**config.mk**
```make
export PLATFORM = sky130hd
export DESIGN_NAME = serial_adder_ctrl
export DESIGN_NICKNAME = d
export VERILOG_FILES = /design/src/rtl/adder_pkg.sv /design/src/rtl/fadder.sv /design/src/rtl/serial_adder_ctrl.sv
export SDC_FILE = /design/constraint.sdc
export NUM_CORES = 1
export LEC_CHECK = 0
export ABC_AREA = 1
export ABC_CLOCK_PERIOD_IN_PS = 1300
export CAP_MARGIN = 15
export CORE_MARGIN = 10
export CORE_UTILIZATION = 40
export CTS_BUF_LIST = sky130_fd_sc_hd__clkbuf_8
export DETAILED_ROUTE_END_ITERATION = 10
export HOLD_SLACK_MARGIN = 0.03
export PLACE_DENSITY = 0.7
export SLEW_MARGIN = 10
export SYNTH_ARGS = -nofsm -noshare
export SYNTH_HDL_FRONTEND = slang
export SYNTH_SLANG_ARGS = --single-unit
```
**constraint.sdc**
```tcl
create_clock -name clk -period 1.3 [get_ports clk]
set_input_delay 0.195 -clock clk [delete_from_list [all_inputs] [get_ports clk]]
set_output_delay 0.195 -clock clk [all_outputs]
set_load 0.02 [all_outputs]
```
**src/rtl/adder_pkg.sv**
```systemverilog
// Shared definitions for the adder32 area: controller state encoding and default width.
package adder_pkg;

   typedef enum logic [1:0] {
      IDLE = 2'd0,
      RUN  = 2'd1,
      DONE = 2'd2
   } state_t;

   localparam int DEFAULT_WIDTH = 32;

endpackage

```
**src/rtl/fadder.sv**
```systemverilog
// 1-bit full-adder cell, shared across all bit positions by the serial adder.
module fadder (
   input  logic a,
   input  logic b,
   input  logic ci,
   output logic s,
   output logic co
);

   assign s  = a ^ b ^ ci;
   assign co = (a & b) | (a & ci) | (b & ci);

endmodule

```
**src/rtl/serial_adder_ctrl.sv**
```systemverilog
// Bit-serial adder: one full-adder cell walks the operands LSB first, one bit per clock,
// with valid/ready handshakes on the operand and result sides.
module serial_adder_ctrl
   import adder_pkg::*;
#(
   parameter int WIDTH = DEFAULT_WIDTH
) (
   input  logic             clk,
   input  logic             rst,
   input  logic             in_valid,
   output logic             in_ready,
   input  logic [WIDTH-1:0] a,
   input  logic [WIDTH-1:0] b,
   input  logic             cin,
   output logic             out_valid,
   input  logic             out_ready,
   output logic [WIDTH-1:0] sum,
   output logic             cout,
   output logic             busy
);

   localparam int CNT_W = (WIDTH > 1) ? $clog2(WIDTH) : 1;
   localparam logic [CNT_W-1:0] LAST_CNT = CNT_W'(WIDTH - 1);

   state_t           state;
   logic [CNT_W-1:0] bit_cnt;
   logic [WIDTH-1:0] a_sh;
   logic [WIDTH-1:0] b_sh;
   logic             carry;
   logic             cell_s;
   logic             cell_co;
   logic [WIDTH-1:0] sum_next;

   fadder u_fadder (
      .a  (a_sh[0]),
      .b  (b_sh[0]),
      .ci (carry),
      .s  (cell_s),
      .co (cell_co)
   );

   // New sum bits enter at the MSB so that after WIDTH shifts bit 0 sits at the LSB.
   generate
      if (WIDTH == 1) begin : g_sum_one
         assign sum_next = cell_s;
      end else begin : g_sum_wide
         assign sum_next = {cell_s, sum[WIDTH-1:1]};
      end
   endgenerate

   assign in_ready = (state == IDLE) && !rst;

   always_ff @(posedge clk) begin
      if (rst) begin
         state     <= IDLE;
         out_valid <= 1'b0;
         sum       <= '0;
         cout      <= 1'b0;
         busy      <= 1'b0;
         bit_cnt   <= '0;
         carry     <= 1'b0;
         a_sh      <= '0;
         b_sh      <= '0;
      end else begin
         case (state)
            IDLE: begin
               if (in_valid) begin
                  a_sh    <= a;
                  b_sh    <= b;
                  carry   <= cin;
                  bit_cnt <= '0;
                  busy    <= 1'b1;
                  state   <= RUN;
               end
            end
            RUN: begin
               sum     <= sum_next;
               a_sh    <= a_sh >> 1;
               b_sh    <= b_sh >> 1;
               carry   <= cell_co;
               bit_cnt <= bit_cnt + CNT_W'(1);
               if (bit_cnt == LAST_CNT) begin
                  cout      <= cell_co;
                  out_valid <= 1'b1;
                  state     <= DONE;
               end
            end
            DONE: begin
               // Result is held until taken; in_ready only returns on the following cycle.
               if (out_ready) begin
                  out_valid <= 1'b0;
                  busy      <= 1'b0;
                  state     <= IDLE;
               end
            end
            default: begin
               out_valid <= 1'b0;
               busy      <= 1'b0;
               state     <= IDLE;
            end
         endcase
      end
   end

endmodule
```
==> flow_summary.ini, run 1 <==
[grt]
grt_use_total = 0.1582
grt_pass1_wl_um = 21850
first_global_vias = 4658
grt_overflow = 0
grt_max_degree = 63
antenna_found_initial = 0

[synthesis]
ys_warn_count = 0
syn_inst = 724
ys.flop_type = dfxtp_1
synth.net_count = 796
ys_types = 20
synth.area.top_cells = dfxtp_1 (45%), nor2_1 (14%), nand3_1 (13%)
yosysMostFrequentCell = nor2_1
yosysTopAreaCellShare = 0.4516
avgSynthCellArea_um2 = 6.552
ys_ff_latch = 107
synth_top_area_cell = dfxtp_1
syn_area_mm2 = 0.004743
synthTopCellsByCount = nor2_1 (182), nand2_1 (142), nand3_1 (121), dfxtp_1 (107), inv_1 (67)
synth_edf_count = 0
async_flop_share = 0
yosysSeqAreaShare = 0.4516

[floorplan]
num_io_pins = 105
initial_core_util = 0.4119
row_count = 39
core_region_area_mm2 = 0.01152
dieArea_mm2 = 0.01661
dieHeight_um = 128.9
die_w_um = 128.9

[clock_tree]
cts_tree = done
cts-hold-fix-buffers = 0
clk_latency_ps = 370
clock_path_buffers = 2
h-tree-depth = 3
cts.sinks = 107
root_buffer = clkbuf_8
cts_made_buffers = 9
cts.clk_slew.worst_paths_ps = 110

[critical_path]
crit_path_end_kind = register
cp-start-kind = register
worstPathMaxFanout = 4
critical-path-max-stage-delay_ps = 340
rr_startpoint = state[0]
crit_required_ps = 1590
crit_type = reg -> reg
cp_num_buf_inv = 2
crit_start = state[0]
slowest_stage = dfxtp_2
critical-path-top-delay-family = compound AO/OA/AOI/OAI gates
crit_arrival_ps = 1650
path_cells = buf_6 -> buf_4 -> o21ai_0 -> nand2_1 -> a21oi_2

[place]
dp_cells = 944
gp_congestion = 0.7824
io_buffers = 104
dp_hpwl_um = 8549

[sta]
relSlewSlack = 0.6420
rsz0062_at_grt = true
worst_slack_ps = -56.85
setup_violations = 11
drv_slew = 0
min_period_over_period = 1.044
hold_viol_final = 0
worst_pin_slew_ps = 537.0
fin_skew_ps = 9.860
fin_setup_tns_ps = -287.4
max_freq_mhz = 737.0
finalCriticalPeriod_ps = 1357

[drt]
drt-wirelength-per-cell_um = 15.18
first_pass_iters = 5
vias = 4865
dr.first_iter.drc_count = 402
drc = 0
ant_nets = 0
totalWireLength_um = 14840
vias_per_cell = 4.974

[hold_path]
holdCritPathClass = in -> reg
min_from = in_valid

[power]
max-vdd-ir-drop_v = 0.0007177
p_leak_nw = 3.147
p_total_w = 0.007194
p_per_area_mw_per_mm2 = 1052

[cells_and_area]
final_cells = 978
syn_to_final_growth_pct = 44.21
drive_gt1_frac = 0.1892
n_antenna_cell = 0
final_nets = 902

[run_status]
status = finished with violations
violations = negative setup slack

[run]
drv_cap = 0
## layout make-up
type	instances	area, µm²
inverter	69	264.0
timing repair buffer	144	1644
multi-input combinational	499	2424
clock inverter	7	57.56
tap	143	178.9
sequential	107	2148
fill	1036	4676
clock buffer	9	123.9
## metrics by stage
| step | cell area (µm²) | setup WS [ps] | hold WS [ps] | util |
|---|---|---|---|---|
| 2_1_floorplan | 4743 | 72.43 | 360.2 | - |
| 5_1_grt | 6840 | -112.3 | 367.6 | 0.5940 |
| 3_3_place_gp | 6015 | -66.62 | 450.5 | 0.5223 |
| 4_1_cts | 6386 | -12.39 | 326.3 | 0.5545 |
| 3_5_place_dp | 6015 | -77.89 | 455.9 | 0.5223 |
| 6_report | 6840 | -56.85 | 365.8 | 0.5940 |
## state kept, by name, indices dropped and copies added, names as in the netlist
| signal | cells |
|---|---|
| carry | 1 |
| bit_cnt | 5 |
| a_sh | 32 |
| out_valid | 1 |
| busy | 1 |
| state | 2 |
| b_sh | 32 |
| sum | 32 |
| cout | 1 |
## final timing paths
| path | end | slack [ps] | cells past startpoint |
|---|---|---|---|
| hold / removal | a_sh[31] | 370 | 4 |
| setup / recovery | state[1] | -60 | 5 |
| setup reg to reg | state[1] | -60 | 5 |
| hold reg to reg | busy | 490 | 2 |
## power breakdown
part | internal [W] | switching [W]
clock | 0.000729 | 0.00122
combinational | 0.000770 | 0.000848
sequential | 0.00349 | 0.000143
total | 0.00499 | 0.00221
## worst register-to-register path: stages, from the launching register on
cell,delay (ps)
dfxtp_2,340
buf_6,130
buf_4,160
o21ai_0,320
nand2_1,170
a21oi_2,170
## layout by cell type (no fill, tap or decap), types with 10 or more instances in the layout
| cell | instances |
|---|---|
| nand2_2 | 40 |
| clkbuf_16 | 10 |
| clkbuf_2 | 16 |
| nand3_2 | 11 |
| buf_4 | 10 |
| buf_12 | 12 |
| dfxtp_1 | 102 |
| nand2_1 | 94 |
| inv_1 | 66 |
| o21ai_0 | 31 |
| nand3_1 | 110 |
| clkdlybuf4s50_1 | 66 |
| nor2_1 | 175 |
| clkdlybuf4s15_1 | 17 |
## repair_timing
| action | in CTS | in global routing |
|---|---|---|
| pin swaps | 1 | 54 |
| endpoints found under the setup margin | 78 | 128 |
| gates resized for setup | 68 | 134 |
| cloned | 4 | 10 |
| hold endpoints to repair | 0 | 0 |
| buffers inserted | 6 | 0 |
## per-layer routing
layer,track usage,share of wire
met1,0.1874,0.43
met2,0.2770,0.50
met3,0.03696,0.053
met4,0.05017,0.0098
met5,0,0
## cells by family (layout without fill, tap and decap cells)
kind of cell    after synthesis  after routing  share of synthesized area
fa+ha+maj                     3              3                   0.009496
simple gates                450            450                     0.3901
buf+inv                     118            229                     0.1002
compound gates               46             46                    0.04854
flops                       107            107                     0.4516
Note: power is estimated with default switching activity, not from simulation.
==> run 2, diff against run 1 <==
--- a/config.mk
+++ b/config.mk
@@ -14,6 +14,7 @@
 export DETAILED_ROUTE_END_ITERATION = 10
 export HOLD_SLACK_MARGIN = 0.03
 export PLACE_DENSITY = 0.7
+export REMOVE_ABC_BUFFERS = 1
 export SLEW_MARGIN = 10
 export SYNTH_ARGS = -nofsm -noshare
 export SYNTH_HDL_FRONTEND = slang
==> run 2 against run 1 <==
Effect of this change: the flow now finishes without violations; via count unchanged; core utilization decreased by 1.5 points; first-iteration DRC count increased by 10%; largest cell class unchanged; largest power group unchanged.
==> flow_summary.ini, run 2 (synthesis gave the netlist of run 1 again) <==
[power]
p_leak_nw = 3.051
max-vdd-ir-drop_v = 0.0005633
p_per_area_mw_per_mm2 = 1086

[cells_and_area]
fin_area_mm2 = 0.006670
final_common_cell = nor2_1
n_antenna_cell = 0
syn_to_final_growth_pct = 40.62
most-common-layout-cells = nor2_1 (177), nand2_1 (135), nand3_1 (112)
drive_gt1_frac = 0.1319
reg_top3 = a_sh x32, b_sh x32, sum x32
final_nets = 901

[drt]
totalWireLength_um = 14760
dr.first_iter.drc_count = 443
drc = 0
ant_nets = 0
first_pass_iters = 5
vias_per_cell = 4.980
drt-wirelength-per-cell_um = 15.11
vias = 4865

[clock_tree]
cts-hold-fix-buffers = 0
clock_path_buffers = 2
cts.sinks = 107
cts_tree = done
cts.clk_slew.worst_paths_ps = 100
h-tree-depth = 3
cts_made_buffers = 9
clk_latency_ps = 370
root_buffer = clkbuf_8

[grt]
grt_overflow = 0
antenna_found_initial = 0
grt_max_degree = 50
grt_pass1_wl_um = 21220
first_global_vias = 4446
grt_use_total = 0.1535

[place]
place_area_mm2 = 0.006025
io_buffers = 104
dp_hpwl_um = 8534
place_ws_ps = -66.57
gp_congestion = 0.7608

[run_status]
status = finished, final reports clean

[sta]
relSlewSlack = 0.6496
hold_slack_ps = 389.4
fin_setup_tns_ps = 0
drv_slew = 0
worst_pin_slew_ps = 525.6
min_period_over_period = 0.9895
finalCriticalPeriod_ps = 1286
rsz0062_at_grt = true
setup_violations = 0
fin_skew_ps = 10.51
hold_viol_final = 0
max_freq_mhz = 777.4
worst_slack_ps = 13.63

[critical_path]
crit_required_ps = 1610
crit_path_end_kind = register
crit_type = reg -> reg
crit_arrival_ps = 1600
worstPathMaxFanout = 10
cp-start-kind = register

[floorplan]
row_count = 39
dieArea_mm2 = 0.01661
core_region_area_mm2 = 0.01152
initial_core_util = 0.4119
dieHeight_um = 128.9
die_w_um = 128.9
num_io_pins = 105

[run]
drv_cap = 0

[hold_path]
holdCritPathClass = in -> reg
==> run 2: cell count changes in the layout (fill, tap and decap cells not counted), sizes merged <==
cell	change
dlygate4sd2	+1
inv	-2
buf	-1
clkbuf	+5
bufinv	+1
clkdlybuf4s15	-5
==> run 2: timing repair <==
item | 4_1_cts | 5_1_grt
setup buffers | 0 | 2
pin swaps | 3 | 14
cloned | 2 | 15
gates resized for setup | 60 | 77
setup endpoints to repair | 75 | 131
==> run 2: critical path: stages, from the launching register on <==
cell       delay, ps
dfxtp_2          350
buf_6            130
nor2_4           120
buf_12           170
clkbuf_16        170
nand3_1           80
nand2_1           70
nor2_1            40
nor2_1            70
==> run 2: final timing paths <==
check | from | to | slack, ps | cells after the start
worst max-delay path | state[0] | a_sh[0] | 10 | 8
worst min-delay path | in_valid | busy | 390 | 4
worst max register to register | state[0] | a_sh[0] | 10 | 8
worst min register to register | out_valid | out_valid | 470 | 2
==> run 2: area by class of cell <==
| cell class | count | area (µm²) |
|---|---|---|
| clock buffers | 10 | 137.6 |
| clock inverters | 6 | 57.56 |
| fillers | 1126 | 4846 |
| inverters | 69 | 264.0 |
| multi-input cells | 499 | 2260 |
| flip-flops and latches | 107 | 2147 |
| well taps | 143 | 178.9 |
| repair buffers | 143 | 1625 |
==> run 2: routing by layer <==
layer | global-route usage | share of wire | up-vias | wire length [µm]
met5 | 0 | 0 | - | 0
met4 | 0.03679 | 0.017 | 0 | 248
met3 | 0.04928 | 0.070 | 21 | 1032
met2 | 0.2558 | 0.47 | 143 | 6986
met1 | 0.1884 | 0.44 | 2248 | 6491
li1 | - | - | 2453 | -
==> run 2: where the power goes <==
part	internal (W)	total, W	switching, W
logic	0.000742	0.00157	0.000829
clock network	0.000928	0.00205	0.00113
registers	0.00349	0.00362	0.000128
==> run 2: metrics by stage <==
stage                       util  std cells  total power [W]
final                     0.5792        977         0.007242
after global routing      0.5792        977         0.007606
after CTS                 0.5450        960         0.007060
after detailed placement  0.5231        942         0.005039
after global placement    0.5231        942         0.004997
after floorplan                -        675         0.004322
==> run 3, diff against run 2 <==
--- a/config.mk
+++ b/config.mk
@@ -18,4 +18,5 @@
 export SLEW_MARGIN = 10
 export SYNTH_ARGS = -nofsm -noshare
 export SYNTH_HDL_FRONTEND = slang
+export SYNTH_HIERARCHICAL = 1
 export SYNTH_SLANG_ARGS = --single-unit
==> run 3 against run 2 <==
Effect of this change: the run now ends with negative setup slack left; wire length rose by 1.9%; register-to-register slack got worse by 120 ps; synthesized area rose by 1.1%; sequential cell count did not move; critical path type is now reg -> out; largest cell class unchanged; highest routed layer unchanged.
==> flow_summary.ini, run 3 <==
[run_status]
status = finished with violations
violations = negative setup slack

[sta]
min_period_over_period = 1.079
relSlewSlack = 0.7192
worst_slack_ps = -102.9
hold_slack_ps = 158.0
worst_pin_slew_ps = 421.2
fin_skew_ps = 7.781
hold_viol_final = 0
finalCriticalPeriod_ps = 1403
drv_slew = 0
setup_violations = 56
rsz0062_at_grt = true
max_freq_mhz = 712.8

[drt]
first_pass_iters = 4
drt-wirelength-per-cell_um = 14.56
drc = 0
ant_nets = 0
vias = 4904
dr.first_iter.drc_count = 323
vias_per_cell = 4.747
totalWireLength_um = 15040

[cells_and_area]
regArea_mm2 = 0.002150
post-route-util = 0.6344
n_antenna_cell = 0
nFillCells = 1015
drive_gt1_frac = 0.2393
reg_top3 = a_sh x32, b_sh x32, sum x32
syn_to_final_growth_pct = 52.95
final_common_cell = nor2_1
most-common-layout-cells = nor2_1 (232), dfxtp_1 (103), nand2_1 (98)
final_nets = 958
multiInputGateArea_mm2 = 0.002644

[place]
io_buffers = 104
gp_congestion = 0.7622
dp_hpwl_um = 7938

[critical_path]
crit_arrival_ps = 1210
crit_end = in_ready
crit_required_ps = 1110
reg2reg_depth = 10
worstPathMaxFanout = 2
r2r_end = a_sh[24]
crit_type = reg -> out
reg2reg_slack_ps = -100
rr_startpoint = state[0]
crit_path_end_kind = primary output
cp-start-kind = register
crit_start = state[0]

[run]
drv_cap = 0

[grt]
grt_overflow = 0
antenna_found_initial = 0
first_global_vias = 4603
grt_pass1_wl_um = 22560
grt_use_total = 0.1661
grt_max_degree = 53

[synthesis]
ys_warn_count = 6
synth_edf_count = 0
yosysTopAreaCellShare = 0.4465
synth.area.top_cells = dfxtp_1 (45%), nor2_1 (20%), nand2_1 (12%)
avgSynthCellArea_um2 = 6.362
async_flop_share = 0
synth_top_area_cell = dfxtp_1
ys_ff_latch = 107
syn_area_mm2 = 0.004797
synthTopCellsByCount = nor2_1 (260), nand2_1 (150), dfxtp_1 (107), inv_1 (71), nand3_1 (67)
ys.flop_type = dfxtp_1
yosysMostFrequentCell = nor2_1
ys_types = 17
yosysSeqAreaShare = 0.4465
syn_inst = 754

[floorplan]
row_count = 39
num_io_pins = 105
dieHeight_um = 129.5
core_region_area_mm2 = 0.01156
dieArea_mm2 = 0.01677
die_w_um = 129.5
initial_core_util = 0.4148

[clock_tree]
h-tree-depth = 3
cts_tree = done
cts_made_buffers = 9
cts.sinks = 107
clk_latency_ps = 380
cts.clk_slew.worst_paths_ps = 100
cts-hold-fix-buffers = 0
root_buffer = clkbuf_8
clock_path_buffers = 2

[hold_path]
holdCritPathClass = in -> reg
hold_path_depth = 4

[power]
p_leak_nw = 3.324
p_per_area_mw_per_mm2 = 1065
max-vdd-ir-drop_v = 0.0007007
==> run 3: cell families after synthesis <==
| kind of cell | share of synthesized area |
|---|---|
| flip-flops | 0.4465 |
| AO/OA/AOI/OAI | 0.05008 |
| buffers and inverters | 0.1009 |
| AND/OR/NAND/NOR | 0.3931 |
| adder cells (fa/ha/maj) | 0.009389 |
==> run 3: worst min path at each step <==
stage | start | to | slack (ps)
3_3_place_gp | bit_cnt[4] | bit_cnt[4] | 450
6_report | rst | busy | 160
5_1_grt | rst | busy | 160
2_1_floorplan | rst | a_sh[31] | 260
3_5_place_dp | bit_cnt[4] | bit_cnt[4] | 460
4_1_cts | rst | busy | 140
==> run 3: layer usage <==
metal  wire [µm]  GRT usage
met1        6886     0.2106
met2        7192     0.2742
met3         731    0.03752
met4         229    0.05423
met5           0          0
==> run 3: layout make-up <==
cell class	count	share of cell area
Multi-Input combinational cell	530	0.3603
Inverter	72	0.03752
Timing Repair Buffer	166	0.2584
Tap cell	143	0.02439
Sequential cell	107	0.2930
Clock buffer	11	0.02063
Clock inverter	4	0.005798
==> run 3: through the flow <==
stage          power (W)  TNS, ps  instances  setup WS, ps  cell area (µm²)
2_1_floorplan   0.004443  -271850        709         -2839             4583
3_3_place_gp    0.005168   -150.8        983        -118.7             6086
3_5_place_dp    0.005184   -355.9        983        -134.3             6086
4_1_cts         0.007723    -8323       1028        -169.8             7126
5_1_grt         0.008200    -7317       1033        -158.1             7337
6_report        0.007812    -2611       1033        -102.9             7337
==> run 3: power by group <==
| part | leakage, nW | switching (W) | total [W] | internal, W |
|---|---|---|---|---|
| Combinational | 2.34 | 0.00105 | 0.00205 | 0.00101 |
| Clock | 0.108 | 0.00112 | 0.00209 | 0.000971 |
| Sequential | 0.881 | 0.000157 | 0.00366 | 0.00351 |
| Total | 3.32 | 0.00233 | 0.00781 | 0.00548 |
==> run 3: timing repair <==
item                                    in CTS  in global routing
cloned                                      15                  4
resized for setup                          185                137
buffers inserted                            19                  6
endpoints found under the setup margin     100                142
pin swaps                                   35                 46
==> run 3: critical path, cell delays in order, from the launching register on <==
cell	delay [ps]
dfxtp_2	350
buf_6	110
nor2_4	80
inv_2	50
nor2_4	110
buf_6	130
